<file path="config.mk">
export PLATFORM = sky130hd
export DESIGN_NAME = ws2812_rx
export DESIGN_NICKNAME = d
export VERILOG_FILES = /design/src/rtl/ws2812_rx.sv
export SDC_FILE = /design/constraint.sdc
export NUM_CORES = 1
export LEC_CHECK = 0
export BUFFER_PORTS_ARGS = -buffer_cell sky130_fd_sc_hd__buf_2
export CORE_ASPECT_RATIO = 1.4
export CORE_MARGIN = 2
export CORE_UTILIZATION = 45
export CTS_CLUSTER_DIAMETER = 100
export CTS_CLUSTER_SIZE = 8
export DETAILED_ROUTE_END_ITERATION = 10
export PLACE_DENSITY_LB_ADDON = 0.15
export SKIP_LAST_GASP = 1
export SLEW_MARGIN = 15
export SYNTH_ARGS = -nofsm -noshare
export SYNTH_HDL_FRONTEND = slang
export SYNTH_SLANG_ARGS = --single-unit
</file>
<file path="constraint.sdc">
create_clock -name clock -period 3.3 [get_ports clock]
set_input_delay 0.33 -clock clock [delete_from_list [all_inputs] [get_ports clock]]
set_output_delay 0.33 -clock clock [all_outputs]
set_load 0.05 [all_outputs]
</file>
<file path="src/rtl/ws2812_rx.sv">
// WS2812 single-wire receiver: pulse-width decoding into {red, green, blue} pixel words with frame and error strobes.
// Daisy-chain forwarding of the line after NUM_LEDS words is enabled by defining WS2812_RX_PASSTHRU_EN.
module ws2812_rx #(
  parameter int CLK_FREQ  = 20_000_000,
  parameter int NUM_LEDS  = 256,
  parameter int T_MIN     = int'(longint'(CLK_FREQ) * 2 / 10_000_000),
  parameter int T_THR     = int'(longint'(CLK_FREQ) * 6 / 10_000_000),
  parameter int T_MAX     = int'(longint'(CLK_FREQ) * 12 / 10_000_000),
  parameter int LATCH_DET = int'(longint'(CLK_FREQ) * 50 / 1_000_000)
) (
  input  logic                            clock,
  input  logic                            reset,
  input  logic                            i_in,
  output logic                            o_valid,
  output logic [23:0]                     o_color,
  output logic [8:0]                      o_led_idx,
  output logic                            o_frame_done,
  output logic [$clog2(NUM_LEDS+1)-1:0]   o_led_count,
  output logic                            o_err,
  output logic                            o_busy,
  output logic                            o_out
);
  localparam int LW = $clog2(NUM_LEDS + 1);
  localparam int HW = ($clog2(T_MAX + 2) < 5) ? 5 : $clog2(T_MAX + 2);
  localparam logic [HW-1:0] MIN_W   = HW'(T_MIN);
  localparam logic [HW-1:0] THR_W   = HW'(T_THR);
  localparam logic [HW-1:0] MAX_W   = HW'(T_MAX);
  localparam logic [17:0]   LATCH_W = 18'(LATCH_DET);
  localparam logic [LW-1:0] NUM_W   = LW'(NUM_LEDS);

  typedef struct packed {
    logic [7:0] red;
    logic [7:0] green;
    logic [7:0] blue;
  } color_t;

  typedef enum logic [1:0] {SYNC, LOW, HIGH} state_t;

  state_t          state, state_nx;
  logic            sync1, in_s, in_d;
  logic [HW-1:0]   high_ctr, high_nx;
  logic [17:0]     low_ctr, low_nx;
  logic [4:0]      bit_cnt, bit_nx;
  logic [LW-1:0]   led_idx, idx_nx, count_nx;
  logic [23:0]     shreg, shreg_nx, shifted;
  logic [8:0]      lidx_nx;
  color_t          color_nx;
  logic            valid_nx, done_nx, err_nx, out_nx;
  logic            rise, fall;

  assign rise    = in_s & ~in_d;
  assign fall    = ~in_s & in_d;
  assign shifted = {shreg[22:0], (high_ctr >= THR_W)};
  assign o_busy  = (state != SYNC) && ((led_idx != '0) || (bit_cnt != '0) || (state == HIGH));

  always_comb begin
    state_nx = state;
    high_nx  = high_ctr;
    low_nx   = low_ctr;
    bit_nx   = bit_cnt;
    idx_nx   = led_idx;
    shreg_nx = shreg;
    valid_nx = 1'b0;
    done_nx  = 1'b0;
    err_nx   = 1'b0;
    color_nx = o_color;
    lidx_nx  = o_led_idx;
    count_nx = o_led_count;
    case (state)
      SYNC: begin
        if (in_s) begin
          low_nx = '0;
        end else if (low_ctr == LATCH_W) begin
          state_nx = LOW;
          bit_nx   = '0;
          idx_nx   = '0;
          shreg_nx = '0;
        end else begin
          low_nx = low_ctr + 18'd1;
        end
      end
      LOW: begin
        if (rise) begin
          state_nx = HIGH;
          high_nx  = HW'(1);
          low_nx   = '0;
        end else if (low_ctr != LATCH_W) begin
          low_nx = low_ctr + 18'd1;
        end else if ((led_idx != '0) || (bit_cnt != '0)) begin
          // Latch gap ends the frame; a half-received word is also an error.
          done_nx  = 1'b1;
          count_nx = led_idx;
          err_nx   = (bit_cnt != '0);
          bit_nx   = '0;
          idx_nx   = '0;
          shreg_nx = '0;
        end
      end
      HIGH: begin
        if (high_ctr > MAX_W) begin
          err_nx   = 1'b1;
          state_nx = SYNC;
          low_nx   = '0;
        end else if (fall) begin
          if (high_ctr < MIN_W) begin
            err_nx   = 1'b1;
            state_nx = SYNC;
            low_nx   = '0;
          end else begin
            state_nx = LOW;
            shreg_nx = shifted;
            if (bit_cnt == 5'd23) begin
              bit_nx = '0;
              if (led_idx < NUM_W) begin
                valid_nx       = 1'b1;
                color_nx.green = shifted[23:16];
                color_nx.red   = shifted[15:8];
                color_nx.blue  = shifted[7:0];
                lidx_nx        = 9'(led_idx);
                idx_nx         = led_idx + 1'b1;
              end
            end else begin
              bit_nx = bit_cnt + 5'd1;
            end
          end
        end else if (high_ctr != '1) begin
          high_nx = high_ctr + 1'b1;
        end
      end
      default: state_nx = SYNC;
    endcase
  end

`ifdef WS2812_RX_PASSTHRU_EN
  // Next-state terms so forwarding drops in the same cycle as a frame end or error.
  assign out_nx = (state_nx != SYNC) && (idx_nx == NUM_W) && in_s;
`else
  assign out_nx = 1'b0;
`endif

  always_ff @(posedge clock) begin
    if (reset) begin
      state        <= SYNC;
      sync1        <= 1'b0;
      in_s         <= 1'b0;
      in_d         <= 1'b0;
      high_ctr     <= '0;
      low_ctr      <= '0;
      bit_cnt      <= '0;
      led_idx      <= '0;
      shreg        <= '0;
      o_valid      <= 1'b0;
      o_color      <= '0;
      o_led_idx    <= '0;
      o_frame_done <= 1'b0;
      o_led_count  <= '0;
      o_err        <= 1'b0;
      o_out        <= 1'b0;
    end else begin
      sync1        <= i_in;
      in_s         <= sync1;
      in_d         <= in_s;
      state        <= state_nx;
      high_ctr     <= high_nx;
      low_ctr      <= low_nx;
      bit_cnt      <= bit_nx;
      led_idx      <= idx_nx;
      shreg        <= shreg_nx;
      o_valid      <= valid_nx;
      o_color      <= color_nx;
      o_led_idx    <= lidx_nx;
      o_frame_done <= done_nx;
      o_led_count  <= count_nx;
      o_err        <= err_nx;
      o_out        <= out_nx;
    end
  end
endmodule
</file>
# [After elaboration in Yosys (flattened, before gate mapping)]
# Index checks and enable logic that the tools add are counted.
[word_totals] regBits=110 in_bits=3 output_inout_bits=47 elab_cells=135
[classes] add_sub_neg=4 n_lt_le_gt_ge=4 eq_ne=23 n_mux=59 bitwise_logic=12 n_reduce_logical=18
[ops] cell="$mux W23" count=8
[ops] cell="$mux W18" count=7
[ops] cell="$mux W9" count=10
[ops] cell="$pmux W23 S3" count=1
[ops] cell="$mux W5" count=13
[ops] cell="$pmux W18 S3" count=1
[ops] cell="$pmux W9 S3" count=1
[ops] cell="$ne A2 B2 Y1 const B" count=10
[ops] cell="$add A18 B1 Y18 const B" count=1
[ops] cell="$eq A18 B10 Y1 const B" count=1
[ops] cell="$ne A18 B10 Y1 const B" count=1
[ops] cell="$pmux W5 S3" count=1
[ops] cell="$reduce_and A11 Y1" count=1
[ops] cell="$add A5 B1 Y5 const B" count=2
[ops] cell="$mux W2" count=5
[ops] cell="$not A1 Y1" count=10
[ops] cell="$pmux W5 S2" count=1
[ops] cell="$reduce_and A5 Y1" count=2
[ops] cell="$add A9 B1 Y9 const B" count=1
[ops] cell="$lt A9 B9 Y1 const B" count=1
[ops] cell="$mux W1" count=9
[ops] cell="$reduce_and A9 Y1" count=1
[ops] cell="$reduce_bool A9 Y1" count=1
[ops] cell="$reduce_and A4 Y1" count=2
[ops] cell="other kinds (23)" count=29

# [Logic depth before layout (Yosys ltp)]
# Gate-level depths: netlist of the first run.
[depth] word_depth=7 depth_mapped=10 depth_no_buf=8

# [Least setup slack after synthesis of the first run]
# Ideal clock, no wire load.
[synth_path] kind="reg-to-reg" from="reg state[0]" to="reg low_ctr[6]" setup_time_ns=0.070 arrival_ns=2.133 required_time_ns=3.230 setup_slack_ns=1.097 path_stages_with_launch=10 n_path_buf=1 synth_period_minus_slack_ns=2.203 path_cell_list="dfxtp_1 -> inv_1 -> ha_1 -> clkbuf_1 -> inv_1 -> a211oi_1 -> a311oi_4 -> nand2_2 -> or4_1 -> a21oi_1"
[synth_via] elab_chain_cells=3 elab_cells_between_ends=10 classes_between="6 x eq/ne; 1 x mux; 3 x reduce/logical"
[synth_rtl] element="start, declared" line="39" text="state_t state, state_nx;"
[synth_rtl] element="start signal, assigned" line="163" text="state <= state_nx;"
[synth_rtl] element="$eq A2 B2 Y1, or another cell as far along" line="69" text="case (state)"
[synth_rtl] element="$ne A3 B1 Y1 (no source line), or another cell as far along"
[synth_rtl] element="$reduce_and A5 Y1 (no source line)"
[synth_rtl] element="end signal, assigned" line="165" text="low_ctr <= low_nx;"
[synth_rtl] element="end, declared" line="42" text="logic [17:0] low_ctr, low_nx;"
# Several ways; a longest one is shown, not always the timed one.
# A chain may end at the register's enable or synchronous reset.

# [Worst setup path after layout of the first run]
[layout_path] from="reg state[0]" to="reg bit_cnt[2]"
[layout_via] elab_chain_cells=3 elab_cells_between_ends=14 classes_between="10 x eq/ne; 1 x mux; 3 x reduce/logical"
[layout_rtl] element="$eq A2 B1 Y1, or another cell as far along" line="69"
[layout_rtl] element="$ne A2 B2 Y1 (no source line) / $reduce_bool A3 Y1 (equally long branches)"
[layout_rtl] element="$reduce_and A9 Y1 (no source line)"
[layout_rtl] element="end signal, assigned" line="166" text="bit_cnt <= bit_nx;"
[layout_rtl] element="end, declared" line="43" text="logic [4:0] bit_cnt, bit_nx;"
# Several ways; a longest one is shown, not always the timed one.

==> impl_metrics.yaml, run 1 <==
cells_and_area:
  stdcell_count: 801
  layout_common_cells: "nand2_1 (132), dfxtp_1 (110), a21oi_1 (71), buf_2 (48), nand3_1 (47)"
  finalNetCount: 672
  area_delta_synth_final_pct: 13.7
  layout_commonest_cell: "nand2_1"
  diodes: 0
  layout-drive-gt1-share: 0.136
synth:
  syn-instance-count: 623
  synth-seq-cells: 110
  ys_warn_count: 0
  seq_area_frac_synth: 0.447
  syn_area_um2: 4930
  syn_nets: 640
  postSynthAreaPerCell_um2: 7.91
  yosysUniqueCellTypes: 51
sta:
  finalHoldViolations: 0
  drv_slew: 0
  fin_tns_setup_ns: 0
  finalCritPeriodShare: 0.769
  slew_headroom: 0.446
  max_freq_ghz: 0.394
  grt_setup_unrepaired: "no"
  tightest_slew_ns: 0.830
  layout_min_cycle_time_ns: 2.54
  setup_viol: 0
  fin_worst_skew_ns: 0.00708
place:
  numPortBuffers: 48
  place_congestion: 0.831
  dp_hpwl_um: 7900
  post-place-cells: 785
worst_setup_path:
  r2r_end: "bit_cnt[2]"
  criticalPathCategory: "reg2reg"
  crit_arrival_ns: 2.81
  critPathMaxFanout: 17
  reg2reg_from: "state[0]"
  endpoint_kind: "flip-flop"
  r2r_setup_slack_ns: 0.76
  cp-start-kind: "flip-flop"
  reg2reg_depth: 7
  cp.required_ns: 3.57
power_and_ir_drop:
  pwr-share-comb: 0.174
  p_leak_nw: 2.08
  switching_power_uw: 885
  irDropWorstVdd_v: 0.000294
  p_per_area_nw_per_um2: 527
  clkPwrFrac: 0.359
  swShare: 0.300
  seqPwrFrac: 0.467
  p_int_mw: 2.07
run_status:
  status: "completed"
floorplanning:
  die_w_um: 92.4
  ioPinCount: 50
  dieArea_um2: 11800
  placement_rows: 45
  fp.dieH_um: 128
  core_region_area_um2: 10800
  start_util: 0.458
drt:
  post_drt_wl_per_cell_um: 14.5
  post_drt_via_cell_ratio: 5.54
  via_count: 4435
  first_iter_violations: 250
  routed_wl_um: 11600
  drc: 0
  antenna_left: 0
  firstDrtPassIters: 4
min_path:
  hold_class: "in2reg"
  worstHoldStart: "i_in"
  min_path_cells: 2
  hold_path_end: "sync1"
cts:
  htree_levels: 3
  post_cts_buffers: 0
  numCtsBuffers: 9
  cts_tree: "built"
  cts_sinks: 110
  root_buffer: "clkbuf_16"
  cts_resized: 0
  max-clock-path-buffers: 2
  path_clk_slew_ns: 0.07
  insertion_delay_ns: 0.35
  cts_hold_buf: 0
global_route:
  grt.total_usage: 0.204
  grt_first_pass_wirelength_um: 19600
  antenna_found_initial: 0
  overflow: 0
  grt_max_degree: 78
  grt_pass1_vias: 4177
run:
  maxCapViolCount: 0
==> cell usage after synthesis (all sizes together) <==
cell type	instances	area (um^2)
o21a	1	7.51
and4	5	43.8
and3	8	50.1
nand3	47	235
or4	3	22.5
o211ai	4	30.0
inv	16	60.1
a32oi	1	8.76
a32o	4	40.0
conb	1	3.75
clkinv	1	3.75
nand2	133	502
o32ai	1	8.76
a311oi	1	26.3
a211oi	3	22.5
o311ai	1	16.3
clkbuf	34	128
nand4b	10	87.6
xnor2	1	8.76
nor2	28	105
nand2b	7	43.8
o22ai	2	12.5
a21oi	72	364
and2	5	31.3
nor3	12	65.1
o31ai	4	30.0
mux2i	2	20.0
a31oi	2	12.5
or3	3	23.8
a21o	1	7.51
xor2	3	26.3
ha	14	175
o311a	1	11.3
dfxtp	110	2200
a22oi	2	15.0
mux2	2	22.5
o21ai	47	235
buf	6	32.5
nand4	9	56.3
nor4b	4	41.3
a221oi	1	15.0
nor2b	5	31.3
nor4	6	43.8
==> logic make-up (layout without fill, tap and decap cells) <==
group,count (synthesis),count (layout),share of synthesized area
DFF,110,110,0.447
xor gates and xnor gates,4,4,0.00711
AOI/OAI and AO/OA,148,148,0.175
muxes,4,4,0.00863
and+or+nand+nor,285,285,0.281
adders and majority gates,14,14,0.0355
buffers and inverters,57,94,0.0454
other,1,1,0.000761
==> worst max-delay path: stages, from the launching register on <==
cell      delay [ns]
dfxtp_1         0.43
inv_1           0.10
ha_1            0.44
o21ai_0         0.24
o211ai_1        0.24
a21o_1          0.34
or4_1           0.50
a21oi_1         0.16
==> how the worst max path moves through the flow <==
stage / from / to / depth (start not counted)
after global placement: state[0] / low_ctr[0] / 8
after detailed placement: state[0] / bit_cnt[2] / 7
after CTS: bit_cnt[0] / o_busy / 7
after global routing: state[0] / low_ctr[17] / 9
after floorplan: state[0] / low_ctr[6] / 9
final: state[0] / bit_cnt[2] / 7
==> metal layers <==
metal	wire, um	track usage	up-vias
li1	-	-	2249
met1	4890	0.241	2079
met2	6060	0.361	86
met3	402	0.0241	21
met4	290	0.107	0
met5	0	0	-
==> stage by stage <==
step	utilization	hold slack [ns]	area, um^2	power [mW]	setup slack [ns]
final	0.521	0.205	5610	2.95	0.764
after global routing	0.521	0.232	5610	3.08	0.584
after CTS	0.521	0.207	5610	2.98	0.794
after detailed placement	0.494	0.447	5310	1.93	0.833
after global placement	0.494	0.431	5310	1.91	0.905
after floorplan	-	0.414	4930	1.80	1.10
==> flip-flops by register name, summed over array words and instances, names as in the netlist, 2 cells and up <==
signal       cells
o_color         24
shreg           23
low_ctr         18
led_idx          9
o_led_count      9
o_led_idx        9
bit_cnt          5
high_ctr         5
state            2
==> layout make-up <==
| cell class | instances | area, um^2 |
|---|---|---|
| Sequential cell | 110 | 2200 |
| Inverter | 17 | 63.8 |
| Clock inverter | 5 | 41.3 |
| Fill cell | 1050 | 5150 |
| Tap cell | 141 | 176 |
| Multi-Input combinational cell | 456 | 2520 |
| Timing Repair Buffer | 61 | 350 |
| Clock buffer | 11 | 253 |
==> power groups by stage <==
stage / clock network, mW / registers, mW / logic [mW]
after floorplan: 0 / 1.40 / 0.401
after global placement: 0 / 1.41 / 0.504
after detailed placement: 0 / 1.41 / 0.515
after CTS: 1.09 / 1.38 / 0.517
after global routing: 1.13 / 1.38 / 0.575
final: 1.06 / 1.38 / 0.514
Note: power is estimated with default switching activity, not from simulation.
==> run 2: changes to the inputs <==
- clock period: 3.3 -> 2.2 ns (I/O delays scaled with it)
==> impl_metrics.yaml, run 2 (synthesized netlist as in run 1, its figures left out) <==
run_status:
  status: "completed"
cells_and_area:
  area_delta_synth_final_pct: 29.7
  fill_cells: 1007
  largest-register: "o_color"
  layout_commonest_cell: "nand2_1"
  layout_common_cells: "nand2_1 (132), dfxtp_1 (106), a21oi_1 (68), buf_4 (66), buf_2 (47)"
  largestRegisters: "o_color x24, shreg x23, low_ctr x18"
  diodes: 0
  finalNetCount: 740
  largest_reg_flops: 24
  layout-drive-gt1-share: 0.245
  utilization: 0.594
place:
  numPortBuffers: 48
  place_congestion: 0.941
  dp_hpwl_um: 8530
drt:
  via_count: 4807
  post_drt_via_cell_ratio: 5.54
  post_drt_wl_per_cell_um: 15.1
  drc: 0
  firstDrtPassIters: 5
  routed_wl_um: 13100
  first_iter_violations: 293
  antenna_left: 0
global_route:
  overflow: 0
  antenna_found_initial: 0
  grt_max_degree: 78
  grt_pass1_vias: 4431
  grt_first_pass_wirelength_um: 20600
  grt.total_usage: 0.213
min_path:
  min_path_cells: 2
  worstHoldStart: "i_in"
  hold_class: "in2reg"
  hold_path_end: "sync1"
sta:
  grt_setup_unrepaired: "yes"
  finalHoldViolations: 0
  max_freq_ghz: 0.460
  tightest_slew_ns: 0.564
  drv_slew: 0
  slew_headroom: 0.622
  finalCritPeriodShare: 0.987
  setup_viol: 0
  layout_min_cycle_time_ns: 2.17
  fin_worst_skew_ns: 0.00692
cts:
  root_buffer: "clkbuf_16"
  insertion_delay_ns: 0.34
  htree_levels: 3
  max-clock-path-buffers: 2
  path_clk_slew_ns: 0.07
  cts_sinks: 110
  numCtsBuffers: 9
  cts_tree: "built"
power_and_ir_drop:
  p_leak_nw: 2.51
  p_per_area_nw_per_um2: 816
  irDropWorstVdd_v: 0.000598
  power_mw: 5.21
floorplanning:
  die_w_um: 92.4
  core_region_area_um2: 10800
  fp.dieH_um: 128
  placement_rows: 45
  dieArea_um2: 11800
  start_util: 0.458
  ioPinCount: 50
worst_setup_path:
  crit_buf_inv: 3
  cp-start-kind: "flip-flop"
  criticalPathCategory: "reg2reg"
  reg2reg_depth: 10
  reg2reg_from: "low_ctr[0]"
  critPathMaxFanout: 10
  cpPeakStageDelay_ns: 0.42
  crit_family: "simple AND/OR/NAND/NOR gates"
  cp.required_ns: 2.47
  endpoint_kind: "flip-flop"
  crit_arrival_ns: 2.44
  r2r_end: "shreg[6]"
  crit_chain: "inv_2 -> ha_4 -> nor4b_4 -> nand3_2 -> or3_4 -> a221oi_4 -> buf_12 -> clkbuf_16 -> nand3_1 -> o21ai_0"
  r2r_setup_slack_ns: 0.03
  crit_path_top_delay_cell: "or3_4"
run:
  maxCapViolCount: 0
==> run 2: cell count changes in the layout (fill, tap and decap cells not counted), sizes merged <==
cell and change:
buf +65, bufinv +2, clkbuf +2, clkinv -1, clkinvlp -1
==> run 2: metal layers <==
layer,vias up,track usage,share of wire
li1,2377,-,-
met2,102,0.376,0.52
met3,32,0.0317,0.025
met4,0,0.0887,0.027
met5,-,0,0
met1,2296,0.257,0.43
==> run 2: how the worst max path moves through the flow <==
stage | start | to | slack (ns) | cells past startpoint
finish | low_ctr[0] | shreg[6] | 0.03 | 10
global route | low_ctr[0] | shreg[1] | -0.08 | 10
CTS | low_ctr[0] | led_idx[2] | 0.0009 | 8
detailed placement | low_ctr[0] | led_idx[2] | -0.11 | 8
global placement | low_ctr[0] | led_idx[2] | -0.06 | 8
floorplan | state[0] | low_ctr[6] | 0.05 | 9
==> run 2: layout make-up <==
cell class | count | area [um^2] | area share
multi-input cells | 456 | 2640 | 0.413
clock inverters | 5 | 82.6 | 0.0129
inverters | 17 | 63.8 | 0.00998
repair buffers | 129 | 995 | 0.156
flip-flops and latches | 110 | 2210 | 0.345
clock buffers | 10 | 229 | 0.0358
well taps | 141 | 176 | 0.0276
==> run 2: stage by stage <==
step | TNS [ns] | area [um^2] | worst slack [ns] | std cells | hold WS, ns
final | 0 | 6390 | 0.0280 | 868 | 0.0930
after global routing | -1.36 | 6390 | -0.0796 | 868 | 0.101
after CTS | 0 | 6100 | 0.000936 | 854 | 0.0903
after detailed placement | -0.362 | 5740 | -0.111 | 837 | 0.442
after global placement | -0.240 | 5740 | -0.0596 | 837 | 0.432
after floorplan | 0 | 4930 | 0.0533 | 623 | 0.348
==> run 2: what timing repair did <==
action | in CTS | in global routing
hold buffers | 0 | 0
setup buffers | 2 | 9
gates resized for setup | 8 | 40
gates cloned | 0 | 5
endpoints found under the setup margin | 13 | 38
pin swaps | 2 | 18
==> run 2: power by group <==
group	internal, mW	switching [mW]	leakage [nW]	total (mW)
clock	0.999	0.723	0.153	1.72
combinational	0.698	0.729	1.47	1.43
sequential	2.03	0.0400	0.888	2.07
==> run 3: changes to the inputs <==
- CORE_ASPECT_RATIO: 1.4 -> 1.1
==> impl_metrics.yaml, run 3 (synthesized netlist as in run 1, its figures left out) <==
run_status:
  status: "completed"
drt:
  antenna_left: 0
  post_drt_wl_per_cell_um: 15.0
  via_count: 4807
  drc: 0
  firstDrtPassIters: 4
  first_iter_violations: 283
  post_drt_via_cell_ratio: 5.52
  routed_wl_um: 13000
cells_and_area:
  finalNetCount: 736
  area_delta_synth_final_pct: 30.5
  utilization: 0.595
  largest_reg_flops: 24
  layout_common_cells: "nand2_1 (132), dfxtp_1 (106), a21oi_1 (68), buf_4 (62), buf_2 (47)"
  layout_commonest_cell: "nand2_1"
  largestRegisters: "o_color x24, shreg x23, low_ctr x18"
  layout-drive-gt1-share: 0.257
  diodes: 0
  fill_cells: 989
  stdcell_count: 871
  largest-register: "o_color"
sta:
  tightest_slew_ns: 0.586
  fin_tns_setup_ns: 0
  layout_min_cycle_time_ns: 2.20
  finalCritPeriodShare: 0.999
  grt_setup_unrepaired: "yes"
  hold_ws_ns: 0.0736
  max_freq_ghz: 0.455
  fin_worst_skew_ns: 0.00983
  drv_slew: 0
  setup_viol: 0
  slew_headroom: 0.607
  finalHoldViolations: 0
run:
  maxCapViolCount: 0
worst_setup_path:
  cp-start-kind: "flip-flop"
  crit_family: "simple AND/OR/NAND/NOR gates"
  crit_chain: "inv_2 -> ha_4 -> nor4b_4 -> nand3_2 -> or3_4 -> a221oi_4 -> buf_12 -> buf_8 -> clkbuf_16 -> o21ai_0"
  reg2reg_from: "low_ctr[0]"
  endpoint_kind: "flip-flop"
  criticalPathCategory: "reg2reg"
  r2r_setup_slack_ns: 0.003
  crit_arrival_ns: 2.44
  worstSetupStartpoint: "low_ctr[0]"
  crit_buf_inv: 4
  cp.required_ns: 2.44
  crit_path_top_delay_cell: "or3_4"
  cpPeakStageDelay_ns: 0.42
  reg2reg_depth: 10
  critPathMaxFanout: 5
  r2r_end: "shreg[15]"
cts:
  numCtsBuffers: 9
  insertion_delay_ns: 0.35
  max-clock-path-buffers: 2
  htree_levels: 3
  cts_tree: "built"
  cts_hold_buf: 0
  root_buffer: "clkbuf_16"
  cts_sinks: 110
  path_clk_slew_ns: 0.08
floorplanning:
  core_region_area_um2: 10800
  die_w_um: 104
  placement_rows: 40
  ioPinCount: 50
  start_util: 0.456
  dieArea_um2: 11800
  fp.dieH_um: 114
place:
  dp_hpwl_um: 8340
  numPortBuffers: 48
  place_congestion: 0.919
  post-place-cells: 830
global_route:
  antenna_found_initial: 0
  grt_first_pass_wirelength_um: 20800
  grt.total_usage: 0.214
  grt_max_degree: 47
  grt_pass1_vias: 4375
  overflow: 0
power_and_ir_drop:
  p_per_area_nw_per_um2: 820
  irDropWorstVdd_v: 0.000496
  p_leak_nw: 2.52
  power_mw: 5.27
min_path:
  min_path_cells: 2
  hold_class: "in2reg"
  hold_path_end: "sync1"
  worstHoldStart: "i_in"
run 3: power by group:
group          internal [mW]  switching, mW
logic                  0.761          0.767
registers               2.03         0.0391
clock network          0.901          0.782
total                   3.69           1.59
run 3: worst max path at each step:
stage | slack [ns] | depth (start not counted) | to
after floorplan | 0.05 | 9 | low_ctr[6]
after global placement | 0.05 | 10 | shreg[22]
after detailed placement | -0.03 | 10 | shreg[5]
after CTS | -0.004 | 9 | shreg[20]
after global routing | -0.12 | 11 | shreg[22]
final | 0.003 | 10 | shreg[15]
run 3: final cells by class:
| type | count | area (um^2) | share of cell area |
|---|---|---|---|
| clock inverters | 7 | 77.6 | 0.0121 |
| repair buffers | 124 | 981 | 0.153 |
| well taps | 147 | 184 | 0.0286 |
| inverters | 17 | 63.8 | 0.00992 |
| multi-input cells | 457 | 2690 | 0.419 |
| flip-flops and latches | 110 | 2210 | 0.343 |
| clock buffers | 9 | 225 | 0.0350 |
run 3: per-layer routing:
layer | up-vias | track usage | routed length, um
met1 | 2266 | 0.274 | 5890
met3 | 25 | 0.0406 | 665
li1 | 2377 | - | -
met4 | 0 | 0.0685 | 224
met5 | - | 0 | 0
met2 | 139 | 0.366 | 6250
run 3: worst reg2reg max path: stages (launching register included):
cell and delay [ns]:
dfxtp_2 0.33, inv_2 0.07, ha_4 0.12, nor4b_4 0.21, nand3_2 0.11, or3_4 0.42, a221oi_4 0.30, buf_12 0.16
buf_8 0.13, clkbuf_16 0.15, o21ai_0 0.08
run 3: through the flow:
stage	worst slack, ns	cell area [um^2]
after detailed placement	-0.0289	5620
after global placement	0.0460	5620
after CTS	-0.00352	6060
after global routing	-0.122	6430
final	0.00264	6430
after floorplan	0.0533	4930
run 3: timing repair:
action                                  in CTS  in global routing
buffers inserted                             7                 12
hold endpoints to repair                     0                  0
gates cloned                                 2                  5
gates resized for setup                      3                 69
endpoints found under the setup margin       9                 58
pin swaps                                    1                 16
